$ cat src/rtl/alu_arb.sv
// Two-requester arbiter in front of a shared combinational ALU: registers operands, waits SETTLE_CYC cycles, returns the result.
// Define ALU_ARB_FIXED_PRIO_EN for fixed priority (requester 0 wins ties); default is round-robin.
module alu_arb #(
    parameter int unsigned SETTLE_CYC = 2
) (
    input  logic        clk,
    input  logic        rst,
    input  logic        req0_valid,
    output logic        req0_ready,
    input  logic [2:0]  req0_sel,
    input  logic [9:0]  req0_a,
    input  logic [9:0]  req0_b,
    input  logic        req1_valid,
    output logic        req1_ready,
    input  logic [2:0]  req1_sel,
    input  logic [9:0]  req1_a,
    input  logic [9:0]  req1_b,
    output logic        rsp0_valid,
    input  logic        rsp0_ready,
    output logic [19:0] rsp0_y,
    output logic        rsp1_valid,
    input  logic        rsp1_ready,
    output logic [19:0] rsp1_y,
    output logic [9:0]  alu_a,
    output logic [9:0]  alu_b,
    output logic [2:0]  alu_sel,
    input  logic [19:0] alu_y,
    output logic        busy,
    output logic        grant
);

    typedef enum logic [1:0] {
        IDLE   = 2'd0,
        SETTLE = 2'd1,
        RESP   = 2'd2
    } state_t;

    state_t      state_q, state_d;
    logic        ptr_q, ptr_d;
    logic        grant_q, grant_d;
    logic [3:0]  cnt_q, cnt_d;
    logic [9:0]  alu_a_q, alu_a_d;
    logic [9:0]  alu_b_q, alu_b_d;
    logic [2:0]  alu_sel_q, alu_sel_d;
    logic [19:0] result_q, result_d;

    logic        win_valid;
    logic        win_idx;
    logic        accept;

    // Winner selection; a lone requester wins regardless of the pointer.
    always_comb begin
        win_valid = req0_valid | req1_valid;
`ifdef ALU_ARB_FIXED_PRIO_EN
        win_idx = ~req0_valid;
`else
        if (req0_valid && req1_valid) begin
            win_idx = ptr_q;
        end else begin
            win_idx = req1_valid;
        end
`endif
    end

    assign accept = (state_q == IDLE) && win_valid;

    always_comb begin
        state_d   = state_q;
        ptr_d     = ptr_q;
        grant_d   = grant_q;
        cnt_d     = cnt_q;
        alu_a_d   = alu_a_q;
        alu_b_d   = alu_b_q;
        alu_sel_d = alu_sel_q;
        result_d  = result_q;
        case (state_q)
            IDLE: begin
                if (accept) begin
                    alu_sel_d = win_idx ? req1_sel : req0_sel;
                    alu_a_d   = win_idx ? req1_a   : req0_a;
                    alu_b_d   = win_idx ? req1_b   : req0_b;
                    grant_d   = win_idx;
                    ptr_d     = ~win_idx;
                    cnt_d     = 4'(SETTLE_CYC - 1);
                    state_d   = SETTLE;
                end
            end
            SETTLE: begin
                if (cnt_q == 4'd0) begin
                    result_d = alu_y;
                    state_d  = RESP;
                end else begin
                    cnt_d = cnt_q - 4'd1;
                end
            end
            RESP: begin
                // Only the granted requester's rsp_ready completes the response.
                if (grant_q ? rsp1_ready : rsp0_ready) begin
                    state_d = IDLE;
                end
            end
            default: begin
                state_d = IDLE;
            end
        endcase
    end

    always_ff @(posedge clk) begin
        if (rst) begin
            state_q   <= IDLE;
            ptr_q     <= 1'b0;
            grant_q   <= 1'b0;
            cnt_q     <= 4'd0;
            alu_a_q   <= 10'd0;
            alu_b_q   <= 10'd0;
            alu_sel_q <= 3'd0;
            result_q  <= 20'd0;
        end else begin
            state_q   <= state_d;
            ptr_q     <= ptr_d;
            grant_q   <= grant_d;
            cnt_q     <= cnt_d;
            alu_a_q   <= alu_a_d;
            alu_b_q   <= alu_b_d;
            alu_sel_q <= alu_sel_d;
            result_q  <= result_d;
        end
    end

    // Ready is masked during reset so no handshake appears to complete.
    assign req0_ready = accept && !rst && (win_idx == 1'b0);
    assign req1_ready = accept && !rst && (win_idx == 1'b1);
    assign rsp0_valid = (state_q == RESP) && !grant_q;
    assign rsp1_valid = (state_q == RESP) && grant_q;
    assign rsp0_y     = result_q;
    assign rsp1_y     = result_q;
    assign alu_a      = alu_a_q;
    assign alu_b      = alu_b_q;
    assign alu_sel    = alu_sel_q;
    assign busy       = (state_q != IDLE);
    assign grant      = grant_q;

endmodule

$ cat config.mk
export PLATFORM = sky130hd
export DESIGN_NAME = alu_arb
export DESIGN_NICKNAME = d
export VERILOG_FILES = /design/src/rtl/alu_arb.sv
export SDC_FILE = /design/constraint.sdc
export NUM_CORES = 1
export LEC_CHECK = 0
export ABC_CLOCK_PERIOD_IN_PS = 2700
export CORE_UTILIZATION = 41
export DETAILED_ROUTE_END_ITERATION = 6
export GPL_TIMING_DRIVEN = 0
export PLACE_DENSITY = 0.94
export SLEW_MARGIN = 20
export SYNTH_ARGS = -nofsm -noshare
export SYNTH_HDL_FRONTEND = slang
export SYNTH_SLANG_ARGS = --single-unit
$ cat constraint.sdc
create_clock -name clk -period 2.7 [get_ports clk]
set_clock_uncertainty 0.2 [all_clocks]
set_input_delay 0.81 -clock clk [delete_from_list [all_inputs] [get_ports clk]]
set_output_delay 0.81 -clock clk [all_outputs]
set_load 0.1 [all_outputs]
# ---- Word-level counts from Yosys, hierarchy flattened
# Cells that the tools add are included.
dict set report op_classes {
  eq_ne 6
  n_mux 12
  addsub 1
  n_bitwise 2
  n_reduce_logical 17
}
# op n
set ops {}
lappend ops {{two-way mux 10 bit} 2}
lappend ops {{two-way mux 4 bit} 2}
lappend ops {{!= test 2 bit, second input constant} 4}
lappend ops {{one-hot mux 4 bit (2 select lines)} 1}
lappend ops {{logical AND 1 bit} 7}
lappend ops {{two-way mux 2 bit} 3}
lappend ops {{one-hot mux 2 bit (3 select lines)} 1}
lappend ops {{AND reduction 3 bit} 2}
lappend ops {{zero test 4 bit} 1}
lappend ops {{AND reduction 2 bit} 2}
lappend ops {{nonzero test 2 bit} 2}
lappend ops {{subtractor 4 x 1 -> 4 bit, second input constant} 1}
lappend ops {{two-way mux 3 bit} 1}
lappend ops {{equality test 2 x 1 -> 1 bit, second input constant} 1}
lappend ops {{equality test 2 bit, second input constant} 1}
lappend ops {{zero test 1 bit} 2}
lappend ops {{zero test 2 bit} 1}
lappend ops {{two-way mux 1 bit} 2}
lappend ops {{inverter 1 bit} 1}
lappend ops {{OR 1 bit} 1}
dict set report totals {
  output_inout_bits 69
  regBits 51
  wordCells 46
  inputBits 72
}

# ---- Depth between registers and ports, before layout
# Gate-level depths: netlist (run 1).
dict set report logic_depth {
  depth_word 4
  mapped_depth 6
  ltp_nobuf 5
}

# ---- Worst setup path before layout (run 1)
# OpenSTA, ideal clock, no wires.
dict set report synth_timing {
  path_kind {flip-flop to output port}
  start {register grant_q, in the netlist grant}
  end {output rsp0_valid}
  stages_incl_launch_ff 2
  setup_slack_ns -1.326
  n_path_buf 0
  t_arrival_ns 3.016
  required_ns 1.690
  path_cell_list {dfxtp_1 -> nor3b_1}
}
dict set report synth_via {
  elab_chain_len 2
}
# element line_no
set synth_lines {}
lappend synth_lines {{start, declared} 40} ;# logic grant_q, grant_d;
lappend synth_lines {{start signal, assigned} 121} ;# grant_q <= grant_d;
lappend synth_lines {{zero test 1 bit} 133} ;# assign rsp0_valid = (state_q == RESP) && !grant_q;
lappend synth_lines {{logical AND 1 bit} 133}
lappend synth_lines {{end, declared} 18} ;# output logic rsp0_valid,
# No other way between the ends.

# ---- Final worst setup path (run 1)
dict set report layout_timing {
  start {input req0_valid}
  end {output req1_ready}
}
dict set report layout_via {
  elab_chain_len 4
  word_cells_on_any_way 6
  classes_between {mux: 1; bitwise: 1; reduce/logical: 4}
}
# element line_no
set layout_lines {}
lappend layout_lines {{start, declared} 8} ;# input logic req0_valid,
lappend layout_lines {{OR 1 bit} 53} ;# win_valid = req0_valid | req1_valid;
lappend layout_lines {{logical AND 1 bit} 65} ;# assign accept = (state_q == IDLE) && win_valid;
lappend layout_lines {{logical AND 1 bit} 132} ;# assign req1_ready = accept && !rst && (win_idx == 1'b1);
lappend layout_lines {{logical AND 1 bit (*)} 132}
lappend layout_lines {{end, declared} 14} ;# output logic req1_ready,
# Every way passes the cells marked *; elsewhere a longest branch is shown, timed or not.

==> results of run 1 <==
## path summary, 6_finish.rpt
path | endpoint | startpoint
setup / recovery | req1_ready | req0_valid
hold / removal | rsp0_y[15]$_SDFFE_PP0P_ | rsp0_y[15]$_SDFFE_PP0P_
setup reg to reg | rsp0_y[3]$_SDFFE_PP0P_ | cnt_q[0]$_SDFFE_PP0P_
hold reg to reg | rsp0_y[15]$_SDFFE_PP0P_ | rsp0_y[15]$_SDFFE_PP0P_
## metal layers
metal  up-vias  wire length, um
met3        14              709
met2       131             3800
met5         -                0
met1      1229             2860
met4         0              168
li1       1261                -
## sequential cells by signal, summed over array words and instances (netlist names)
name and flops:
alu_a 10, grant 1, cnt_q 4, alu_b 10, rsp0_y 20, ptr_q 1
alu_sel 3, state_q 2
## per-stage QoR
step	setup slack, ns	area [um^2]	hold slack [ns]
floorplan	0.0404	2400	0.240
finish	0.0468	3960	0.294
detailed placement	-1.54	3890	0.259
CTS	-0.0621	3970	0.295
global placement	-1.49	3890	0.262
global route	0.00365	3960	0.324
## Yosys cell counts, types with 2 or more instances
cell type / number / area share [%]
nand2b_1: 2 / 0.52
a211oi_1: 22 / 6.9
dfxtp_1: 51 / 43
inv_1: 24 / 3.8
a21o_1: 2 / 0.63
nor2_1: 4 / 0.63
clkbuf_1: 14 / 2.2
a21oi_1: 24 / 5.0
a221o_1: 10 / 4.2
a221o_2: 10 / 4.7
or4_1: 2 / 0.63
buf_4: 20 / 6.3
o21ai_0: 25 / 5.2
ha_1: 2 / 1.0
or3_1: 2 / 0.52
nand4_1: 6 / 1.6
nand3_1: 20 / 4.2
buf_2: 7 / 1.5
a31oi_1: 3 / 0.79
## critical path, cell delays in order
cell and delay [ns]:
buf_2 0.15, nand2b_4 0.09, and4b_2 0.26, buf_8 0.14
buf_12 0.17
## cells by family after synthesis
group	Yosys count
adder cells (fa/ha/maj)	2
flip-flops	51
buffers and inverters	68
multiplexers	1
AO/OA/AOI/OAI	100
AND/OR/NAND/NOR	46
## area by class of cell
class	instances	area (um^2)	area share (%)
inverter	24	90.1	2.28
buffer	43	279	7.05
clock buffer	8	100	2.53
tap	72	90.1	2.28
multi-input combinational	149	1030	26.1
sequential	51	1020	25.8
timing repair buffer	142	1340	33.9
## timing repair
action	in CTS	in global routing
gates resized for setup	107	7
setup buffers	2	0
pin swaps	1	0
endpoints found under the setup margin	69	4
## report_power, final
| group | total [uW] | switching (uW) | internal, uW |
|---|---|---|---|
| Sequential | 918 | 69.1 | 849 |
| Clock | 474 | 240 | 234 |
| Combinational | 1620 | 1220 | 398 |
==> out/metrics.csv, run 1 <==
metric,value,unit
status,"complete, no violations",
Antenna Violating Nets Remaining,0,
critical path class,input port to primary output,
grt total ovfl,0,
CP max FO,10,
Synth Area in Compound Gates,29.0,%
TritonCTS clock tree,yes,
R2R Setup Slk,0.70,ns
Port Buffers,140,
RSZ-0062 raised after global routing,no,
Vias,2635,
chip width,78.3,um
Max-slew headroom,33.9,%
vias in the first global route,2605,
ys async rst share,0,%
total negative setup slack,0,ns
number of synthesized flops with an enable pin,0,
post-synthesis adder-cell area fraction,1.05,%
Die Height,78.3,um
most frequent cells in the layout,"68 x clkdlybuf4s50_1, 63 x dlygate4sd2_1, 50 x dfxtp_1",
Routability Congestion,0.762,
critical path data required time,1.69,ns
Initial Utilization,42.9,%
CTS Hold Bufs,0,
Via density,5.39,
Max Freq,377,MHz
Area Overhead vs Synth,65.5,%
Synth Net Count,342,
Mapped Cells,268,
Setup crit start kind,input port,
Ports,141,
Final Core Density,71.0,%
Setup-failing EPs final,0,
clk slew on worst S/H paths,0.09,ns
"Primary FF master, synth",dfxtp_1,
Post-Route WL,7.54,mm
Mapped Area,2390,um^2
nets,490,
largest net degree at the start of global routing,15,
Slew @ Worst Pin,0.996,ns
peak supply drop,0.492,mV
Total Power,3010,uW
Placement Rows,27,
register area share after synthesis,42.7,%
Fin. Hold Viols,0,
total core area,5570,um^2
Final Slew Violations,0,
Cell variety after synth,37,
DP HPWL,5.59,mm
largest family of logic cells by synthesized area,compound AO/OA/AOI/OAI gates,
antenna diode count,0,
Die ar.,6140,um^2
Root Driver,clkbuf_8,
"Warnings, synthesis",0,
Worst setup EP type,primary output,
fin crit share,98.3,%
leakage power,0.00176,uW
gr busiest metal,met2,
average cell area after synthesis,8.92,um^2
Post-Synth Simple-Gate Area,11.6,%
Synth Area in XOR/XNOR,0,%
Hold WC Path Type,register to register,
post-synthesis mux area share,0.419,%
Max Buffers Root-to-Sink,2,
Skew-Pair Late Insertion Delay,0.30,ns
Global Route Usage Sum,25.7,%
Yosys reg bits,51,
Tmin final,2.65,ns
pwr dens,762,nW/um^2
met1 Resource Use GR,27.5,%
antenna violations before repair,0,
Non-Filler Instances,489,
drt drc,0,
"commonest non-fill, non-tap cell in the layout",clkdlybuf4s50_1,
fraction of layout cells with a size suffix above 1,16.3,%
clock sinks,51,
Max Cap Viol,0,
htree depth,2,
WHS Path Cells,2,
GRT met2 Usage,45.7,%
GR Layer Usage met3,9.77,%
DR iter-0 viols,159,
Worst EP arrival,1.64,ns
Layout fillers,461,
drt wl/cell,15.4,um
drt pass-1 iters,4,
CTS buffer count,5,
FF-to-FF path depth,6,
placed insts,480,
first-pass GRT wire length,12.4,mm
(Power assumes the default switching activity.)
==> run 2, diff against run 1 <==
--- a/config.mk
+++ b/config.mk
@@ -7,6 +7,7 @@
 export LEC_CHECK = 0
 export ABC_CLOCK_PERIOD_IN_PS = 2700
 export CORE_UTILIZATION = 41
+export CTS_CLUSTER_DIAMETER = 40
 export DETAILED_ROUTE_END_ITERATION = 6
 export GPL_TIMING_DRIVEN = 0
 export PLACE_DENSITY = 0.94
==> results of run 2 <==
Same layout as run 1: the final DEF is identical, and so are final timing and power.
